`config.mk`:
```
export PLATFORM = sky130hd
export DESIGN_NAME = fp_addsub_pipe
export DESIGN_NICKNAME = d
export VERILOG_FILES = /design/src/rtl/fp_addsub_pipe.sv
export SDC_FILE = /design/constraint.sdc
export NUM_CORES = 1
export LEC_CHECK = 0
export ABC_AREA = 1
export BUFFER_PORTS_ARGS = -buffer_cell sky130_fd_sc_hd__buf_2
export CAP_MARGIN = 10
export CORE_UTILIZATION = 30
export DETAILED_ROUTE_END_ITERATION = 12
export PLACE_DENSITY_LB_ADDON = 0.12
export SYNTH_ARGS = -nofsm -noshare
export SYNTH_HDL_FRONTEND = slang
export SYNTH_SLANG_ARGS = --single-unit
```
`constraint.sdc`:
```
create_clock -name clk -period 27.4 [get_ports clk]
set_input_delay 4.11 -clock clk [delete_from_list [all_inputs] [get_ports clk]]
set_output_delay 4.11 -clock clk [all_outputs]
set_load 0.005 [all_outputs]
```
`src/rtl/fp_addsub_pipe.sv`:
```
// Four-stage pipelined IEEE-754 style adder/subtractor with round-to-nearest-even.
// Stages: unpack/classify, align, add/subtract, normalise+round+pack.
module fp_addsub_pipe #(
  parameter int unsigned EXP_W = 8,
  parameter int unsigned MAN_W = 23
) (
  input  logic                   clk,
  input  logic                   rst,
  input  logic                   in_valid,
  output logic                   in_ready,
  input  logic [EXP_W+MAN_W:0]   dina,
  input  logic [EXP_W+MAN_W:0]   dinb,
  input  logic                   op,
  output logic                   out_valid,
  input  logic                   out_ready,
  output logic [EXP_W+MAN_W:0]   result,
  output logic [3:0]             flags
);
  localparam int unsigned W  = 1 + EXP_W + MAN_W;
  localparam int unsigned SW = MAN_W + 4;  // hidden + fraction + guard/round/sticky
  localparam int unsigned EW = EXP_W + 1;
  localparam logic [W-1:0] QNAN = {1'b0, {EXP_W{1'b1}}, 1'b1, {(MAN_W-1){1'b0}}};
  localparam logic [EW-1:0] EXP_MAX = {1'b0, {EXP_W{1'b1}}};

  logic adv;
  assign adv      = !out_valid || out_ready;
  assign in_ready = adv;

  // Stage 1: classify and order operands by magnitude
  logic             sa, sbe, a_nan, b_nan, a_inf, b_inf, a_snan, b_snan, a_big;
  logic [EXP_W-1:0] ea, eb, eea, eeb;
  logic [MAN_W-1:0] fa, fb;
  logic             spec_c;
  logic [W-1:0]     spec_res_c;
  logic [3:0]       spec_flags_c;

  always_comb begin
    sa  = dina[W-1];
    ea  = dina[W-2:MAN_W];
    fa  = dina[MAN_W-1:0];
    sbe = dinb[W-1] ^ op;
    eb  = dinb[W-2:MAN_W];
    fb  = dinb[MAN_W-1:0];
    a_nan  = (&ea) && (|fa);
    b_nan  = (&eb) && (|fb);
    a_inf  = (&ea) && !(|fa);
    b_inf  = (&eb) && !(|fb);
    a_snan = a_nan && !fa[MAN_W-1];
    b_snan = b_nan && !fb[MAN_W-1];
    eea    = (ea == '0) ? EXP_W'(1) : ea;
    eeb    = (eb == '0) ? EXP_W'(1) : eb;
    a_big  = dina[W-2:0] >= dinb[W-2:0];
    spec_c       = 1'b0;
    spec_res_c   = '0;
    spec_flags_c = '0;
    if (a_nan || b_nan) begin
      spec_c       = 1'b1;
      spec_res_c   = QNAN;
      spec_flags_c = {a_snan | b_snan, 3'b000};
    end else if (a_inf && b_inf && (sa != sbe)) begin
      spec_c       = 1'b1;
      spec_res_c   = QNAN;
      spec_flags_c = 4'b1000;
    end else if (a_inf) begin
      spec_c     = 1'b1;
      spec_res_c = dina;
    end else if (b_inf) begin
      spec_c     = 1'b1;
      spec_res_c = {sbe, eb, fb};
    end
  end

  logic             s1_valid, s1_spec, s1_sign, s1_zsign, s1_sub;
  logic [W-1:0]     s1_spec_res;
  logic [3:0]       s1_spec_flags;
  logic [EXP_W-1:0] s1_exp, s1_diff;
  logic [MAN_W:0]   s1_sig_l, s1_sig_s;

  always_ff @(posedge clk) begin
    if (rst) begin
      s1_valid <= 1'b0;
    end else if (adv) begin
      s1_valid      <= in_valid;
      s1_spec       <= spec_c;
      s1_spec_res   <= spec_res_c;
      s1_spec_flags <= spec_flags_c;
      s1_sign       <= a_big ? sa : sbe;
      s1_zsign      <= sa & sbe;
      s1_sub        <= sa ^ sbe;
      s1_exp        <= a_big ? eea : eeb;
      s1_diff       <= a_big ? (eea - eeb) : (eeb - eea);
      s1_sig_l      <= a_big ? {|ea, fa} : {|eb, fb};
      s1_sig_s      <= a_big ? {|eb, fb} : {|ea, fa};
    end
  end

  // Stage 2: align the smaller significand, folding shifted-out bits into sticky
  logic [SW-1:0] ext_s, small_c;

  always_comb begin
    ext_s = {s1_sig_s, 3'b000};
    if (s1_diff >= EXP_W'(SW)) begin
      small_c    = '0;
      small_c[0] = |s1_sig_s;
    end else begin
      small_c    = ext_s >> s1_diff;
      small_c[0] = small_c[0] | (|(ext_s & ~({SW{1'b1}} << s1_diff)));
    end
  end

  logic             s2_valid, s2_spec, s2_sign, s2_zsign, s2_sub;
  logic [W-1:0]     s2_spec_res;
  logic [3:0]       s2_spec_flags;
  logic [EXP_W-1:0] s2_exp;
  logic [SW-1:0]    s2_big, s2_small;

  always_ff @(posedge clk) begin
    if (rst) begin
      s2_valid <= 1'b0;
    end else if (adv) begin
      s2_valid      <= s1_valid;
      s2_spec       <= s1_spec;
      s2_spec_res   <= s1_spec_res;
      s2_spec_flags <= s1_spec_flags;
      s2_sign       <= s1_sign;
      s2_zsign      <= s1_zsign;
      s2_sub        <= s1_sub;
      s2_exp        <= s1_exp;
      s2_big        <= {s1_sig_l, 3'b000};
      s2_small      <= small_c;
    end
  end

  // Stage 3: magnitude add/subtract (big >= small, so never negative)
  logic             s3_valid, s3_spec, s3_sign, s3_zsign;
  logic [W-1:0]     s3_spec_res;
  logic [3:0]       s3_spec_flags;
  logic [EXP_W-1:0] s3_exp;
  logic [SW:0]      s3_sum;

  always_ff @(posedge clk) begin
    if (rst) begin
      s3_valid <= 1'b0;
    end else if (adv) begin
      s3_valid      <= s2_valid;
      s3_spec       <= s2_spec;
      s3_spec_res   <= s2_spec_res;
      s3_spec_flags <= s2_spec_flags;
      s3_sign       <= s2_sign;
      s3_zsign      <= s2_zsign;
      s3_exp        <= s2_exp;
      s3_sum        <= s2_sub ? ({1'b0, s2_big} - {1'b0, s2_small})
                              : ({1'b0, s2_big} + {1'b0, s2_small});
    end
  end

  // Stage 4: normalise (left shift capped so exponent stays >= 1), round, pack
  logic [SW-1:0]    norm;
  logic [EW-1:0]    lz, sh, exp_m1, exp_n, exp_pre, exp_out;
  logic [MAN_W+1:0] mant_r;
  logic             found, tiny, inexact, rnd_up;
  logic [W-1:0]     res_c;
  logic [3:0]       flags_c;

  always_comb begin
    lz    = '0;
    found = 1'b0;
    for (int i = SW - 1; i >= 0; i--) begin
      if (!found) begin
        if (s3_sum[i]) found = 1'b1;
        else           lz    = lz + EW'(1);
      end
    end
    exp_m1 = {1'b0, s3_exp} - EW'(1);
    sh     = (lz < exp_m1) ? lz : exp_m1;
    if (s3_sum[SW]) begin
      norm    = s3_sum[SW:1];
      norm[0] = s3_sum[1] | s3_sum[0];
      exp_n   = {1'b0, s3_exp} + EW'(1);
    end else begin
      norm  = s3_sum[SW-1:0] << sh;
      exp_n = {1'b0, s3_exp} - sh;
    end
    tiny    = !norm[SW-1];
    exp_pre = tiny ? '0 : exp_n;
    inexact = |norm[2:0];
    rnd_up  = norm[2] & (norm[3] | norm[1] | norm[0]);
    mant_r  = {1'b0, norm[SW-1:3]} + {{(MAN_W+1){1'b0}}, rnd_up};
    exp_out = exp_pre + EW'(mant_r[MAN_W+1]) + EW'(tiny & mant_r[MAN_W]);
    if (s3_spec) begin
      res_c   = s3_spec_res;
      flags_c = s3_spec_flags;
    end else if (s3_sum == '0) begin
      res_c   = {s3_zsign, {(W-1){1'b0}}};
      flags_c = 4'b0000;
    end else if (exp_out >= EXP_MAX) begin
      res_c   = {s3_sign, {EXP_W{1'b1}}, {MAN_W{1'b0}}};
      flags_c = 4'b0101;
    end else begin
      res_c   = {s3_sign, exp_out[EXP_W-1:0],
                 mant_r[MAN_W+1] ? mant_r[MAN_W:1] : mant_r[MAN_W-1:0]};
      flags_c = {2'b00, tiny & inexact, inexact};
    end
  end

  always_ff @(posedge clk) begin
    if (rst) begin
      out_valid <= 1'b0;
      result    <= '0;
      flags     <= '0;
    end else if (adv) begin
      out_valid <= s3_valid;
      result    <= res_c;
      flags     <= flags_c;
    end
  end

endmodule

```
Word level (Yosys, flattened, before mapping)
Index checks and enable logic that the tools add are counted.
{"block": "word_totals", "output_inout_bits": 38, "in_bits": 69, "elab_cells": 252, "regBits": 318}
{"block": "classes", "shift": 3, "n_eq_ne": 1, "addsub": 36, "n_reduce_logical": 31, "magnitude_cmp": 4, "bitwise_logic": 14, "mux": 129}
{"op": "two-way mux 9 bit", "n": 55}
{"op": "adder 9 x 1 -> 9 bit, second input constant", "n": 26}
{"op": "two-way mux 32 bit", "n": 4}
{"op": "two-way mux 1 bit", "n": 55}
{"op": "two-way mux 24 bit", "n": 2}
{"op": "OR reduction 23 bit", "n": 2}
{"op": "two-way mux 8 bit", "n": 4}
{"op": "greater-or-equal comparator 31 bit", "n": 1}
{"op": "two-way mux 31 bit", "n": 1}
{"op": "adder 27 x 27 -> 28 bit", "n": 1}
{"op": "zero test 28 bit", "n": 1}
{"op": "two-way mux 28 bit", "n": 1}
{"op": "subtractor 27 x 27 -> 28 bit", "n": 1}
{"op": "AND 27 bit", "n": 1}
{"op": "two-way mux 27 bit", "n": 1}
{"op": "NOT 27 bit", "n": 1}
{"op": "OR reduction 27 bit", "n": 1}
{"op": "<< shifter 27 x 8 -> 27 bit, first input constant", "n": 1}
{"op": "<< shifter 27 x 9 -> 27 bit", "n": 1}
{"op": "right shift 27 x 8 -> 27 bit", "n": 1}
{"op": "adder 24 x 1 -> 25 bit", "n": 1}
{"op": "OR reduction 24 bit", "n": 1}
{"op": "two-way mux 23 bit", "n": 1}
{"op": "adder 9 x 1 -> 9 bit", "n": 2}
{"op": "23 further kinds", "n": 52}

Logic depth before layout (Yosys ltp)
{"block": "logic_depth", "word_depth": 93, "ltp_mapped": 142, "depth_no_buf": 140}

Worst setup path before layout
Ideal clock, no wire load.
{"block": "synth_timing", "kind": "register to register", "startpoint": "reg s3_sum[25]", "endpoint": "reg result[10]", "setup_ps": 122, "stages_incl_launch_ff": 138, "n_path_buf": 3, "period_less_slack_ps": 18023, "slack_ps": 9377, "arrival_time_ps": 17902, "required_ps": 27278, "cell_sequence": "edfxtp_1 -> inv_1 -> a21oi_1 -> ha_1 -> inv_1 -> a21oi_1 -> ha_1 -> nor2_1 -> a21oi_1 -> nand2_1 -> inv_1 -> ha_1 -> or2_2 -> nand2_1 -> inv_1 -> ha_1 -> or2_2 -> and2_1 -> (+102 left out) -> nand4_1 -> nor4_1 -> ha_1 -> inv_1 -> nand2_2 -> ha_1 -> inv_1 -> nand2_1 -> nand2_1 -> nor2_1 -> nand3_1 -> nor2_1 -> nand3_4 -> nand2_4 -> inv_8 -> buf_8 -> nand2_2 -> a21oi_2"}
{"block": "synth_between", "elab_chain_cells": 91, "elab_cells_between_ends": 124, "classes_between": "29 x add/sub; 2 x order compare; 1 x shift; 86 x mux; 4 x bitwise; 2 x reduce/logical"}
{"element": "from (decl)", "line": "139", "source": "logic [SW:0] s3_sum;"}
{"element": "from (signal assigned)", "line": "152", "source": "s3_sum <= s2_sub ? ({1'b0, s2_big} - {1'b0, s2_small})"}
{"element": "two-way mux 9 bit", "line": "170", "source": "if (s3_sum[i]) found = 1'b1;"}
{"element": "two-way mux 9 bit", "line": "169", "source": "if (!found) begin"}
{"element": "adder 9 x 1 -> 9 bit", "line": "171", "source": "else lz = lz + EW'(1);"}
{"element": "two-way mux 9 bit", "line": "170"}
{"element": "two-way mux 9 bit", "line": "169"}
{"element": "adder 9 x 1 -> 9 bit", "line": "171"}
{"element": "two-way mux 9 bit", "line": "170"}
{"element": "two-way mux 9 bit", "line": "169"}
{"element": "(+75 left out)"}
{"element": "AND 1 bit", "line": "187", "source": "rnd_up = norm[2] & (norm[3] | norm[1] | norm[0]);"}
{"element": "adder 24 x 1 -> 25 bit", "line": "188", "source": "mant_r = {1'b0, norm[SW-1:3]} + {{(MAN_W+1){1'b0}}, rnd_up};"}
{"element": "adder 9 x 1 -> 9 bit or AND 1 bit (tied branches)", "line": "189", "source": "exp_out = exp_pre + EW'(mant_r[MAN_W+1]) + EW'(tiny & mant_r[MAN_W]);"}
{"element": "adder 9 x 1 -> 9 bit", "line": "189"}
{"element": "greater-or-equal comparator 9 x 8 -> 1 bit", "line": "196", "source": "end else if (exp_out >= EXP_MAX) begin"}
{"element": "two-way mux 31 bit", "line": "196"}
{"element": "two-way mux 32 bit (*)", "line": "193", "source": "end else if (s3_sum == '0) begin"}
{"element": "two-way mux 32 bit (*)", "line": "190", "source": "if (s3_spec) begin"}
{"element": "to (signal assigned)", "line": "213", "source": "result <= res_c;"}
{"element": "to (decl)", "line": "16", "source": "output logic [EXP_W+MAN_W:0] result,"}
Every way passes the cells marked *; elsewhere a longest branch is shown, timed or not.
A chain may end at the register's enable or synchronous reset.

Worst setup path after layout
{"block": "layout_timing", "startpoint": "reg s3_sum[25]", "endpoint": "reg result[5]"}
The elaborated chain is that of the path after synthesis.

==> flow_summary.ini <==
[run_status]
status = completed

[timing]
period_needed_ns = 20.77
rsz0062_at_grt = no
fin_crit_sh_pct = 75.8
hold_slack_ns = 0.416
slew_viol_final = 0
worst_pin_slew_ns = 1.11
fmax_mhz = 48.1
clock_skew_ns = 0.0373
timing_hold_violations_final = 0
final.setup.tns_ns = 0
setup_viol = 0
max-slew-margin-rel_pct = 25.5

[global_routing]
antenna_found_initial = 1
grt_pass1_vias = 19600
overflow = 0
grt_pass1_wl_mm = 109
grt_usage_pct = 17.6
grt_max_degree = 192

[worst_setup_path]
critPathSlowestCell = clkinv_1
crit_path_start_kind = flop
path_max_fanout = 30
slowest_delay_ns = 0.72
cp_common_cell = nand2_1
worstPathArrival_ns = 21.26
cp-end-kind = flop
crit_type = reg -> reg
critPathRequiredTime_ns = 27.89

[flow_run]
cap_viol_max_count = 0

[power_and_ir_drop]
power_density_nw_per_um2 = 63.5
power.leakage_nw = 11.6
p_switching_uw = 626
comb_power_share_pct = 33.5
p_sw_share_pct = 38.1
clkPwrFrac_pct = 29.3
vdd_drop_max_v = 0.0000425
seqPwrFrac_pct = 37.1
power_mw = 1.64
p_int_mw = 1.01

[logic_synthesis]
synth_edf_count = 269
ys_warn_count = 0
synthTopCellsByCount = nand2_1, inv_1, nand3_1
yosysMostFrequentCell = nand2_1
async_flop_share_pct = 0
synth_cell_types = 70
synth_seq_cells = 309
synth_top_area_share_pct = 35.0
synthFlopType = edfxtp_1
synth-seq-area-share_pct = 38.5
yosysTopAreaCell = edfxtp_1
ys_top_cells_by_area = edfxtp_1, nand2_1, ha_1
syn_avg_cell_area_um2 = 7.55
synth_cells = 3058
syn_area_um2 = 23100

[route]
post_drt_wl_per_cell_um = 16.4
viasPerCell = 4.82
vias = 20200
drt_first_pass_iters = 5
drt_iter0_drc = 1153
drt_wl_total_mm = 69.0
ant_nets = 0
drcViolationCount = 0

[die]
coreArea_um2 = 76100
dieHeight_um = 279
rows = 101
start_util_pct = 30.3
ioPinCount = 107
die_w_um = 279
design.die.area_um2 = 78100

[final_layout]
instances_no_fill = 4197
drive_gt1_share_pct = 10.8
area_growth_pct = 11.9
num_antenna_cells = 0
nNetsFinal = 3352

[clock_tree]
cts_made_buffers = 37
clkSlewWorstSetupHoldPaths_ns = 0.06
clkSinkCount = 309
cts_root_buffer = clkbuf_16
clk_path_buf_depth = 3
cts_hold_buf = 0
clk_latency_ns = 0.57
cts_tree = built
ctsResizeCount = 0
cts_setup_buffers = 0
h-tree-depth = 2

[placed_design]
routabilityCongestion = 0.930
dp_hpwl_mm = 54.8
dp_cells = 4129
port_buffers = 106

[worst_hold_path]
hp-class = reg -> reg
-- through the flow --
stage | cell area (um2) | util, % | worst slack, ns
6_report | 25800 | 33.9 | 6.63
4_1_cts | 25800 | 33.9 | 6.65
5_1_grt | 25800 | 33.9 | 4.29
3_3_place_gp | 24600 | 32.4 | 7.21
3_5_place_dp | 24600 | 32.4 | 6.72
2_1_floorplan | 23200 | - | 9.38
-- sequential cells by signal (all words and copies together), names as in the netlist, 24 cells and up --
name and count:
s1_sig_l 24, s2_big 24, s1_sig_s 24, s2_spec_res 32, result 32, s3_sum 28
s2_small 27, s3_spec_res 32, s1_spec_res 32
-- layout make-up --
class / instances / area, um2
clock buffer: 43 / 958
clock inverter: 25 / 254
fill: 8175 / 50200
inverter: 434 / 1640
multi-input combinational: 2233 / 12100
sequential: 309 / 8880
tap: 1030 / 1290
timing repair buffer: 123 / 671
-- layer usage --
layer  vias up  share of wire [%]  global-route usage (%)
li1      10400                  -                       -
met1      9382                 49                    24.5
met3        76                3.5                    2.16
met5         -                  0                       0
met2       357                 45                    28.7
met4         0                2.2                    4.64
-- final timing paths --
check                                      from                   endpoint  slack (ns)  cells after the start
hold reg to reg   s1_spec_res[10]$_SDFFCE_PP0P_  s2_spec_res[10]$_DFFE_PP_        0.42                      0
hold / removal    s1_spec_res[10]$_SDFFCE_PP0P_  s2_spec_res[10]$_DFFE_PP_        0.42                      0
setup / recovery           s3_sum[25]$_DFFE_PP_     result[5]$_SDFFE_PP0N_        6.63                    134
setup reg to reg           s3_sum[25]$_DFFE_PP_     result[5]$_SDFFE_PP0N_        6.63                    134
-- placed cells by master, fill, tap and decap left out, drive strengths merged, types with 40 or more instances in the layout --
| cell | n |
|---|---|
| buf | 123 |
| xor2 | 45 |
| o21ai | 242 |
| nand3 | 346 |
| a21oi | 175 |
| ha | 141 |
| inv | 424 |
| nand2 | 769 |
| nand4 | 65 |
| nor2 | 253 |
| clkbuf | 43 |
| dfxtp | 40 |
| edfxtp | 269 |
-- power by group through the flow --
stage | Sequential (mW) | Combinational (mW) | Clock (mW)
floorplan | 0.607 | 0.397 | 0
finish | 0.609 | 0.550 | 0.481
global placement | 0.619 | 0.553 | 0
global route | 0.614 | 0.624 | 0.517
detailed placement | 0.620 | 0.550 | 0
CTS | 0.611 | 0.552 | 0.499
-- worst max-delay path, delay by kind of cell (launching register included) --
| family | cells | cell delay [ns] |
|---|---|---|
| fa+ha+maj | 28 | 7.35 |
| flops | 1 | 0.41 |
| simple gates | 70 | 8.64 |
| buf+inv | 21 | 2.55 |
| compound gates | 15 | 1.68 |
-- kinds of logic after synthesis --
family,after synthesis,share of synthesized area (%)
AND/OR/NAND/NOR,1499,29.5
buffers and inverters,537,9.46
AO/OA/AOI/OAI,505,12.2
flip-flops,309,38.5
adder cells (fa/ha/maj),145,7.99
XOR/XNOR,56,2.12
multiplexers,6,0.260
other,1,0.0162
No activity file was read; power rests on OpenSTA's default activity.
